==> src/rtl/regfile_access_arbiter.sv <==
// regfile_access_arbiter
// Shares a single-port register file between requester A (core sequencer) and
// requester B (debug/bus port). Round-robin arbitration with a valid/ready request
// handshake, one transaction in flight, and sequencing of the register file's
// load/select timing. Each transaction ends in a one-cycle response pulse carrying
// read data (or zero for writes) and an error flag.
module regfile_access_arbiter #(
    parameter int SELECT_WIDTH = 4,
    parameter int REG_WIDTH    = 8,
    parameter int NUM_GPR      = 4
) (
    input  logic                    i_clk,
    input  logic                    i_rst,
    input  logic                    i_aValid,
    input  logic                    i_aWrite,
    input  logic [SELECT_WIDTH-1:0] i_aAddr,
    input  logic [REG_WIDTH-1:0]    i_aWData,
    output logic                    o_aReady,
    output logic                    o_aRspValid,
    input  logic                    i_bValid,
    input  logic                    i_bWrite,
    input  logic [SELECT_WIDTH-1:0] i_bAddr,
    input  logic [REG_WIDTH-1:0]    i_bWData,
    output logic                    o_bReady,
    output logic                    o_bRspValid,
    output logic [REG_WIDTH-1:0]    o_rspData,
    output logic                    o_rspErr,
    output logic                    o_busy,
    output logic                    o_rfLd,
    output logic [SELECT_WIDTH-1:0] o_rfSel,
    output logic [REG_WIDTH-1:0]    o_rfWData,
    input  logic [REG_WIDTH-1:0]    i_rfRData
);

    typedef enum logic [1:0] {
        ST_IDLE  = 2'd0,
        ST_ISSUE = 2'd1,
        ST_WAIT  = 2'd2,
        ST_RESP  = 2'd3
    } state_t;

    // Address decodes to a writable general-purpose register.
    function automatic logic is_gpr(input logic [SELECT_WIDTH-1:0] addr);
        return addr < SELECT_WIDTH'(NUM_GPR);
    endfunction

    // Read map: GPRs come from the register file, three constant registers sit
    // above them, everything else reads as zero with the error flag set.
    // Result is {err, data}.
    function automatic logic [REG_WIDTH:0] read_map(input logic [SELECT_WIDTH-1:0] addr,
                                                   input logic [REG_WIDTH-1:0]    rf_data);
        logic [REG_WIDTH:0] res;
        if (is_gpr(addr)) begin
            res = {1'b0, rf_data};
        end else begin
            case (addr)
                SELECT_WIDTH'(4'b1000): res = {1'b0, {REG_WIDTH{1'b0}}};
                SELECT_WIDTH'(4'b1001): res = {1'b0, REG_WIDTH'(1'b1)};
                SELECT_WIDTH'(4'b1010): res = {1'b0, {REG_WIDTH{1'b1}}};
                default:                res = {1'b1, {REG_WIDTH{1'b0}}};
            endcase
        end
        return res;
    endfunction

    state_t                  state_q, state_d;
    logic                    pref_b_q, pref_b_d;      // 1: B wins a tie next time
    logic                    write_q, write_d;
    logic [SELECT_WIDTH-1:0] addr_q, addr_d;
    logic [REG_WIDTH-1:0]    wdata_q, wdata_d;
    logic                    id_q, id_d;              // 0: A owns the transaction, 1: B
    logic                    ld_q, ld_d;
    logic                    a_rsp_q, a_rsp_d;
    logic                    b_rsp_q, b_rsp_d;
    logic [REG_WIDTH-1:0]    rsp_data_q, rsp_data_d;
    logic                    rsp_err_q, rsp_err_d;
    logic                    a_ready_s, b_ready_s;
    logic                    sel_write_s;
    logic [SELECT_WIDTH-1:0] sel_addr_s;
    logic [REG_WIDTH-1:0]    sel_wdata_s;

    // Round-robin grant: only in IDLE, a lone requester always wins, a tie goes
    // to the side not granted last. Held low while reset is asserted.
    always_comb begin
        a_ready_s = 1'b0;
        b_ready_s = 1'b0;
        if ((state_q == ST_IDLE) && !i_rst) begin
            if (i_aValid && (!i_bValid || !pref_b_q)) begin
                a_ready_s = 1'b1;
            end else if (i_bValid) begin
                b_ready_s = 1'b1;
            end else begin
                a_ready_s = 1'b0;
            end
        end else begin
            a_ready_s = 1'b0;
        end
    end

    // Request fields of the granted side, captured on the accept edge.
    always_comb begin
        if (b_ready_s) begin
            sel_write_s = i_bWrite;
            sel_addr_s  = i_bAddr;
            sel_wdata_s = i_bWData;
        end else begin
            sel_write_s = i_aWrite;
            sel_addr_s  = i_aAddr;
            sel_wdata_s = i_aWData;
        end
    end

    // Transaction sequencer: next state, captured request and response values.
    always_comb begin
        state_d    = state_q;
        pref_b_d   = pref_b_q;
        write_d    = write_q;
        addr_d     = addr_q;
        wdata_d    = wdata_q;
        id_d       = id_q;
        ld_d       = 1'b0;
        a_rsp_d    = 1'b0;
        b_rsp_d    = 1'b0;
        rsp_data_d = {REG_WIDTH{1'b0}};
        rsp_err_d  = 1'b0;
        case (state_q)
            ST_IDLE: begin
                if (a_ready_s || b_ready_s) begin
                    state_d  = ST_ISSUE;
                    pref_b_d = a_ready_s;
                    write_d  = sel_write_s;
                    addr_d   = sel_addr_s;
                    wdata_d  = sel_wdata_s;
                    id_d     = b_ready_s;
                    // Load pulse is registered so it lines up exactly with ISSUE.
                    ld_d     = sel_write_s && is_gpr(sel_addr_s);
                end else begin
                    state_d = ST_IDLE;
                end
            end
            ST_ISSUE: begin
                if (write_q) begin
                    state_d   = ST_RESP;
                    a_rsp_d   = !id_q;
                    b_rsp_d   = id_q;
                    rsp_err_d = !is_gpr(addr_q);
                end else begin
                    state_d = ST_WAIT;
                end
            end
            ST_WAIT: begin
                // Register file output is valid now for the select set in ISSUE.
                state_d                 = ST_RESP;
                a_rsp_d                 = !id_q;
                b_rsp_d                 = id_q;
                {rsp_err_d, rsp_data_d} = read_map(addr_q, i_rfRData);
            end
            ST_RESP: begin
                state_d = ST_IDLE;
            end
            default: begin
                state_d = ST_IDLE;
            end
        endcase
    end

    // State and datapath registers; reset drops any transaction in flight.
    always_ff @(posedge i_clk or posedge i_rst) begin
        if (i_rst) begin
            state_q    <= ST_IDLE;
            pref_b_q   <= 1'b0;
            write_q    <= 1'b0;
            addr_q     <= {SELECT_WIDTH{1'b0}};
            wdata_q    <= {REG_WIDTH{1'b0}};
            id_q       <= 1'b0;
            ld_q       <= 1'b0;
            a_rsp_q    <= 1'b0;
            b_rsp_q    <= 1'b0;
            rsp_data_q <= {REG_WIDTH{1'b0}};
            rsp_err_q  <= 1'b0;
        end else begin
            state_q    <= state_d;
            pref_b_q   <= pref_b_d;
            write_q    <= write_d;
            addr_q     <= addr_d;
            wdata_q    <= wdata_d;
            id_q       <= id_d;
            ld_q       <= ld_d;
            a_rsp_q    <= a_rsp_d;
            b_rsp_q    <= b_rsp_d;
            rsp_data_q <= rsp_data_d;
            rsp_err_q  <= rsp_err_d;
        end
    end

    assign o_aReady    = a_ready_s;
    assign o_bReady    = b_ready_s;
    assign o_aRspValid = a_rsp_q;
    assign o_bRspValid = b_rsp_q;
    assign o_rspData   = rsp_data_q;
    assign o_rspErr    = rsp_err_q;
    assign o_busy      = (state_q != ST_IDLE);
    assign o_rfLd      = ld_q;
    assign o_rfSel     = addr_q;
    assign o_rfWData   = wdata_q;

endmodule
==> config.mk <==
export PLATFORM = sky130hd
export DESIGN_NAME = regfile_access_arbiter
export DESIGN_NICKNAME = d
export VERILOG_FILES = /design/src/rtl/regfile_access_arbiter.sv
export SDC_FILE = /design/constraint.sdc
export NUM_CORES = 1
export LEC_CHECK = 0
export CAP_MARGIN = 20
export CORE_ASPECT_RATIO = 1.25
export CORE_MARGIN = 4
export CORE_UTILIZATION = 39
export CTS_CLUSTER_SIZE = 40
export DETAILED_ROUTE_END_ITERATION = 7
export GPL_ROUTABILITY_DRIVEN = 1
export PLACE_DENSITY = 0.8
export SYNTH_ARGS = -nofsm -noshare
export SYNTH_HDL_FRONTEND = slang
export SYNTH_SLANG_ARGS = --single-unit
==> constraint.sdc <==
create_clock -name i_clk -period 2.9 [get_ports i_clk]
set_input_delay 0.58 -clock i_clk [delete_from_list [all_inputs] [get_ports i_clk]]
set_output_delay 0.58 -clock i_clk [all_outputs]
set_load 0.02 [all_outputs]
==> results.cfg, run 1 <==
[run_status]
run_status = finished, final reports clean

[floorplan]
placement_rows = 24
chipWidth_um = 63.1
starting_density_pct = 41.4
floorplan.die.height_um = 76.8
ios = 65
core_area_um2 = 3570
fp.dieArea_um2 = 4840

[synthesis]
synth_top_area_share_pct = 49.1
synth_adder_area_share_pct = 3.39
synth_top_family_by_area = compound AO/OA/AOI/OAI gates
netlist_top_cells_count = sky130_fd_sc_hd__dfrtp_1, sky130_fd_sc_hd__inv_1, sky130_fd_sc_hd__nand3_1, sky130_fd_sc_hd__o21ai_0
syn_inst = 144
post-synth-top-count-cell = sky130_fd_sc_hd__dfrtp_1
synthDistinctLibCells = 28
synth_compound_area_share_pct = 23.0
synth.largest_area_cell = sky130_fd_sc_hd__dfrtp_1
synthesis.nets = 186
synth_flop_cell = sky130_fd_sc_hd__dfrtp_1
avg_inst_size_synth_um2 = 10.3
ys_ff_latch = 29
synthesized_area_um2 = 1480
synth-warning-count = 0
muxShareOfSynthArea_pct = 1.35
seq_area_frac_synth_pct = 49.1
synth_edf_count = 0
synth-async-reset-ratio_pct = 100
post_synth_xor_area_fraction_pct = 0.593
synth_area_leaders = sky130_fd_sc_hd__dfrtp_1, sky130_fd_sc_hd__o311ai_2, sky130_fd_sc_hd__nand2b_1
synth-simple-area-share_pct = 14.0

[grt]
grt_util_met3_pct = 5.85
global_route_wire_length_before_repair_um = 5630
gr-usage-all-layers_pct = 15.1
antenna_violations_before_repair = 0
highest_utilization_routing_layer_at_the_global_route_stage = met2
use_met2_pct = 24.8
pin_count_of_the_biggest_net_entering_global_routing = 18
globalRoute.totalOverflow = 0
grt_pass1_vias = 1250
grt_use_met1_pct = 16.3

[clocking]
tritoncts_clock_tree = built
numClockSinks = 29
cts_root_buf = sky130_fd_sc_hd__clkbuf_8
cts-buffers-inserted = 5
ctsLongestPathBuffers = 2
cts_hold_buf = 0
count_of_cells_resized_by_post_cts_repair = 0
clkLatencyLatePin_ps = 280
cts_htree_levels = 2
clk_pin_slew_ps = 50
postCtsSetupBuffers = 0

[sta]
maxSlewHeadroom_pct = 50.2
worst-slew-pin-transition_ps = 742
grt_setup_unrepaired = false
final.setup_skew_ps = 3.29
achievable-frequency_ghz = 0.377
final_number_of_hold_violating_endpoints = 0
slew_violations = 0
timing.final.setup_violations = 0
timing.setup.tns_ps = 0
final.min_clock_period_ps = 2650
timing.final.crit_share_pct = 91.4

[pwr]
power_switching_share_pct = 38.2
seq_power_share_pct = 33.4
p_leak_nw = 0.961
comb_power_share_pct = 51.5
intPower_w = 0.00127
power_density_nw_per_um2 = 921
irDropWorstVdd_v = 0.000503
total_power_w = 0.00206
clkPwrFrac_pct = 15.1
p_sw_w = 0.000786

[route]
detail-route-antenna-nets = 0
first_pass_iters = 4
avgRoutedWirePerCell_um = 13.9
totalWireLength_um = 3480
vias = 1285
drt_iter0_drc = 33
drt_drc_violations_left = 0
vias_per_cell = 5.12

[setup_path]
cp_common_cell = sky130_fd_sc_hd__clkdlybuf4s50_1
end_kind = output pin
critical_path_cell_list = clkdlybuf4s50_1, and3b_1, and2_4, clkdlybuf4s50_1
timing.critical_path.arrival_ps = 2070
cp.required_ps = 2320
worst_path_max_delay_cell = sky130_fd_sc_hd__clkdlybuf4s50_1
criticalPathCategory = in2out
cpPeakStageDelay_ps = 600
worstPathMaxFanout = 5
critical_path.startpoint_type = primary input

[place]
routabilityCongestion = 0.752
detailed_place_hpwl_um = 2600
io_buffers = 64

[layout]
final_core_density_pct = 62.5
layout-drive-gt1-share_pct = 9.91
syn_to_final_growth_pct = 51.1
n_antenna_cell = 0
nets = 253

[worst_hold_path]
min-delay-path-class = reg2reg

[run]
drv.max_cap_violation_count = 0
## state kept, by name, indices dropped and copies added, names as in the netlist, 2 cells and up
register / count
o_rfSel: 4
o_rspData: 8
state_q: 2
o_rfWData: 8
## stage by stage
stage | instances | hold WS, ps | instance area, um^2 | worst slack (ps)
3_3_place_gp | 243 | 443 | 2150 | 246
3_5_place_dp | 243 | 449 | 2150 | 247
6_report | 251 | 455 | 2230 | 249
4_1_cts | 251 | 456 | 2230 | 247
5_1_grt | 251 | 469 | 2230 | 150
2_1_floorplan | 144 | 426 | 1480 | 1080
## path summary, 6_finish.rpt
kind                                      startpoint                        to  slack, ps  cells past startpoint
worst min register to register      id_q$_DFFE_PP0P_     o_aRspValid$_DFF_PP0_        450                      1
worst min-delay path                id_q$_DFFE_PP0P_     o_aRspValid$_DFF_PP0_        450                      1
min in group asynchronous                      i_rst  o_rfWData[1]$_DFFE_PP0P_        750                      2
worst max-delay path                        i_bValid                  o_bReady        250                      4
max in group asynchronous                      i_rst    o_rspData[0]$_DFF_PP0_       1530                      3
worst max register to register  state_q[0]$_DFF_PP0_    o_rfSel[1]$_DFFE_PP0P_       1100                      6
## cell usage in the layout, fill, tap and decap left out, types with 2 or more instances in the layout
cell type and n:
sky130_fd_sc_hd__inv_1 18, sky130_fd_sc_hd__nand2_1 2, sky130_fd_sc_hd__nor2_1 7, sky130_fd_sc_hd__o311ai_1 3
sky130_fd_sc_hd__ha_1 4, sky130_fd_sc_hd__o21ai_0 13, sky130_fd_sc_hd__clkbuf_8 5, sky130_fd_sc_hd__nand3_1 13
sky130_fd_sc_hd__dfrtp_1 29, sky130_fd_sc_hd__mux2i_1 2, sky130_fd_sc_hd__o311ai_2 9, sky130_fd_sc_hd__buf_4 6
sky130_fd_sc_hd__a21oi_1 11, sky130_fd_sc_hd__nand2b_1 11, sky130_fd_sc_hd__clkdlybuf4s50_1 64, sky130_fd_sc_hd__clkbuf_1 3
## power by group through the flow
stage,registers (W),clock network (W),logic [W]
after CTS,0.000690,0.000318,0.00107
final,0.000688,0.000310,0.00106
after detailed placement,0.000698,0,0.00107
after global routing,0.000715,0.000332,0.00114
after floorplan,0.000844,0,0.000471
after global placement,0.000689,0,0.00105
## metal layers
metal	part of all wire (%)	vias up	wire, um
met1	39	585	1370
met5	0	-	0
met4	2.7	0	93
li1	-	634	-
met3	9.5	10	330
met2	48	56	1690
## cell families after synthesis
logic type / Yosys count
mux: 2
buf+inv: 28
flops: 29
fa+ha+maj: 4
xor+xnor: 1
compound gates: 42
simple gates: 38
## layout make-up
cell class,instances,area (um^2)
Fill cell,288,1340
Multi-Input combinational cell,87,626
Tap cell,39,48.8
Timing Repair Buffer,70,686
Inverter,18,67.6
Clock buffer,8,80.1
Sequential cell,29,726
## critical path: cells and delay by family
| kind | cells | cell delay, ps |
|---|---|---|
| buffers and inverters | 2 | 1140 |
| AND/OR/NAND/NOR | 2 | 350 |
(Power assumes the default switching activity.)
==> run 2, diff against run 1 <==
==> constraint.sdc (replaced) <==
create_clock -name i_clk -period 3 [get_ports i_clk]
set_input_delay 0.6 -clock i_clk [delete_from_list [all_inputs] [get_ports i_clk]]
set_output_delay 0.6 -clock i_clk [all_outputs]
set_load 0.02 [all_outputs]
==> results.cfg, run 2 (synthesis gave the netlist of run 1 again) <==
[run_status]
run_status = finished, final reports clean

[layout]
most-common-layout-cells = sky130_fd_sc_hd__clkdlybuf4s50_1, sky130_fd_sc_hd__dfrtp_1, sky130_fd_sc_hd__inv_1, sky130_fd_sc_hd__nand3_1, sky130_fd_sc_hd__o21ai_0
most_frequent_standard_cell_in_the_layout_excluding_fill_and_tap_cells = sky130_fd_sc_hd__clkdlybuf4s50_1
n_antenna_cell = 0
syn_to_final_growth_pct = 51.3
layout-drive-gt1-share_pct = 10.8
nFillCells = 292
nets = 253

[pwr]
power_density_nw_per_um2 = 891
intPower_w = 0.00122
comb_power_share_pct = 51.4
irDropWorstVdd_v = 0.000376
power_switching_share_pct = 38.5
p_leak_nw = 0.966
p_sw_w = 0.000767
clkPwrFrac_pct = 15.2
seq_power_share_pct = 33.4
total_power_w = 0.00199

[route]
drt_iter0_drc = 33
vias = 1288
routedLengthMet1_um = 1310
wl_met2_um = 1950
totalWireLength_um = 3630
maxUsedRoutingLayer = met4
first_pass_iters = 4
wl_met3_um = 314
drt_drc_violations_left = 0
avgRoutedWirePerCell_um = 14.5
vias_per_cell = 5.13
detail-route-antenna-nets = 0

[sta]
final_critical_path_setup_slack_ps = 284
maxSlewHeadroom_pct = 45.9
worst-slew-pin-transition_ps = 806
final.min_clock_period_ps = 2720
final_number_of_hold_violating_endpoints = 0
hold_ws_ps = 454
timing.final.crit_share_pct = 90.5
final.setup_skew_ps = 7.74
grt_setup_unrepaired = false
slew_violations = 0
timing.setup.tns_ps = 0
achievable-frequency_ghz = 0.368
timing.final.setup_violations = 0

[setup_path]
cp.required_ps = 2400
cpPeakStageDelay_ps = 600
end_kind = output pin
critical_path_cell_list = clkdlybuf4s50_1, and3b_1, and2_4, clkdlybuf4s50_1
critical_path.startpoint_type = primary input
worst_path_buf_inv = 2
reg2reg_slack_ps = 1160
worstReg2RegEnd = write_q$_DFFE_PP0P_
cp_common_cell = sky130_fd_sc_hd__clkdlybuf4s50_1
criticalPathCategory = in2out
timing.critical_path.arrival_ps = 2120
worst_path_max_delay_cell = sky130_fd_sc_hd__clkdlybuf4s50_1
worstPathMaxFanout = 5
worstReg2RegStart = state_q[0]$_DFF_PP0_
number_of_cells_traversed_by_the_worst_register_to_register_path = 6
path_delay_family = buffers and inverters

[floorplan]
fp.dieArea_um2 = 4840
chipWidth_um = 63.1
floorplan.die.height_um = 76.8
core_area_um2 = 3570
starting_density_pct = 41.4
ios = 65
placement_rows = 24

[place]
routabilityCongestion = 0.742
io_buffers = 64
dpl_worst_slack_ps = 292
detailed_place_hpwl_um = 2710

[grt]
grt_pass1_vias = 1356
pin_count_of_the_biggest_net_entering_global_routing = 18
gr-usage-all-layers_pct = 15.4
antenna_violations_before_repair = 0
globalRoute.totalOverflow = 0
global_route_wire_length_before_repair_um = 5860

[clocking]
postCtsSetupBuffers = 0
ctsLongestPathBuffers = 2
cts_root_buf = sky130_fd_sc_hd__clkbuf_8
numClockSinks = 29
cts_htree_levels = 2
clk_pin_slew_ps = 60
cts_hold_buf = 0
clkLatencyLatePin_ps = 280
count_of_cells_resized_by_post_cts_repair = 0
cts-buffers-inserted = 5
tritoncts_clock_tree = built

[worst_hold_path]
min_delay_worst_endpoint = o_aRspValid$_DFF_PP0_
hp-start = id_q$_DFFE_PP0P_
whs_path_depth = 1
min-delay-path-class = reg2reg

[run]
drv.max_cap_violation_count = 0
==> run 2: cell types whose count changed in the layout (fill, tap and decap cells not counted), sizes merged <==
cell	before	now
clkbuf	8	6
clkinv	0	2
==> run 2: power groups by stage <==
stage / clock [W] / combinational, W / sequential (W)
4_1_cts: 0.000310 / 0.00104 / 0.000669
2_1_floorplan: 0 / 0.000455 / 0.000815
3_3_place_gp: 0 / 0.00102 / 0.000666
5_1_grt: 0.000320 / 0.00111 / 0.000691
3_5_place_dp: 0 / 0.00104 / 0.000676
6_report: 0.000303 / 0.00102 / 0.000666
==> run 2: cell type report <==
class                           instances  area, um^2  share of cell area, %
Tap cell                               39        48.8                   2.18
Clock buffer                            6        72.6                   3.25
Timing Repair Buffer                   70         686                   30.7
Inverter                               18        67.6                   3.02
Sequential cell                        29         726                   32.5
Clock inverter                          2        10.0                  0.448
Multi-Input combinational cell         87         626                   28.0
==> run 2: worst max-delay path by stage <==
stage | start | end | slack [ps] | depth (start not counted)
2_1_floorplan | state_q[0]$_DFF_PP0_ | o_bReady | 1160 | 6
3_3_place_gp | i_bValid | o_bReady | 300 | 4
3_5_place_dp | i_bValid | o_bReady | 290 | 4
4_1_cts | i_bValid | o_bReady | 290 | 4
5_1_grt | i_bValid | o_bReady | 210 | 4
6_report | i_bValid | o_bReady | 280 | 4
==> run 2: per-stage QoR <==
stage          instance area, um^2  instances  util (%)
2_1_floorplan                 1480        144         -
3_3_place_gp                  2150        243      60.3
6_report                      2240        251      62.6
4_1_cts                       2240        251      62.6
3_5_place_dp                  2150        243      60.3
5_1_grt                       2240        251      62.6
==> run 2: layer usage <==
metal  vias to the layer above  GRT usage, %
li1                        634             -
met1                       592          14.3
met2                        56          28.7
met3                         6          6.14
met4                         0          6.84
met5                         -             0
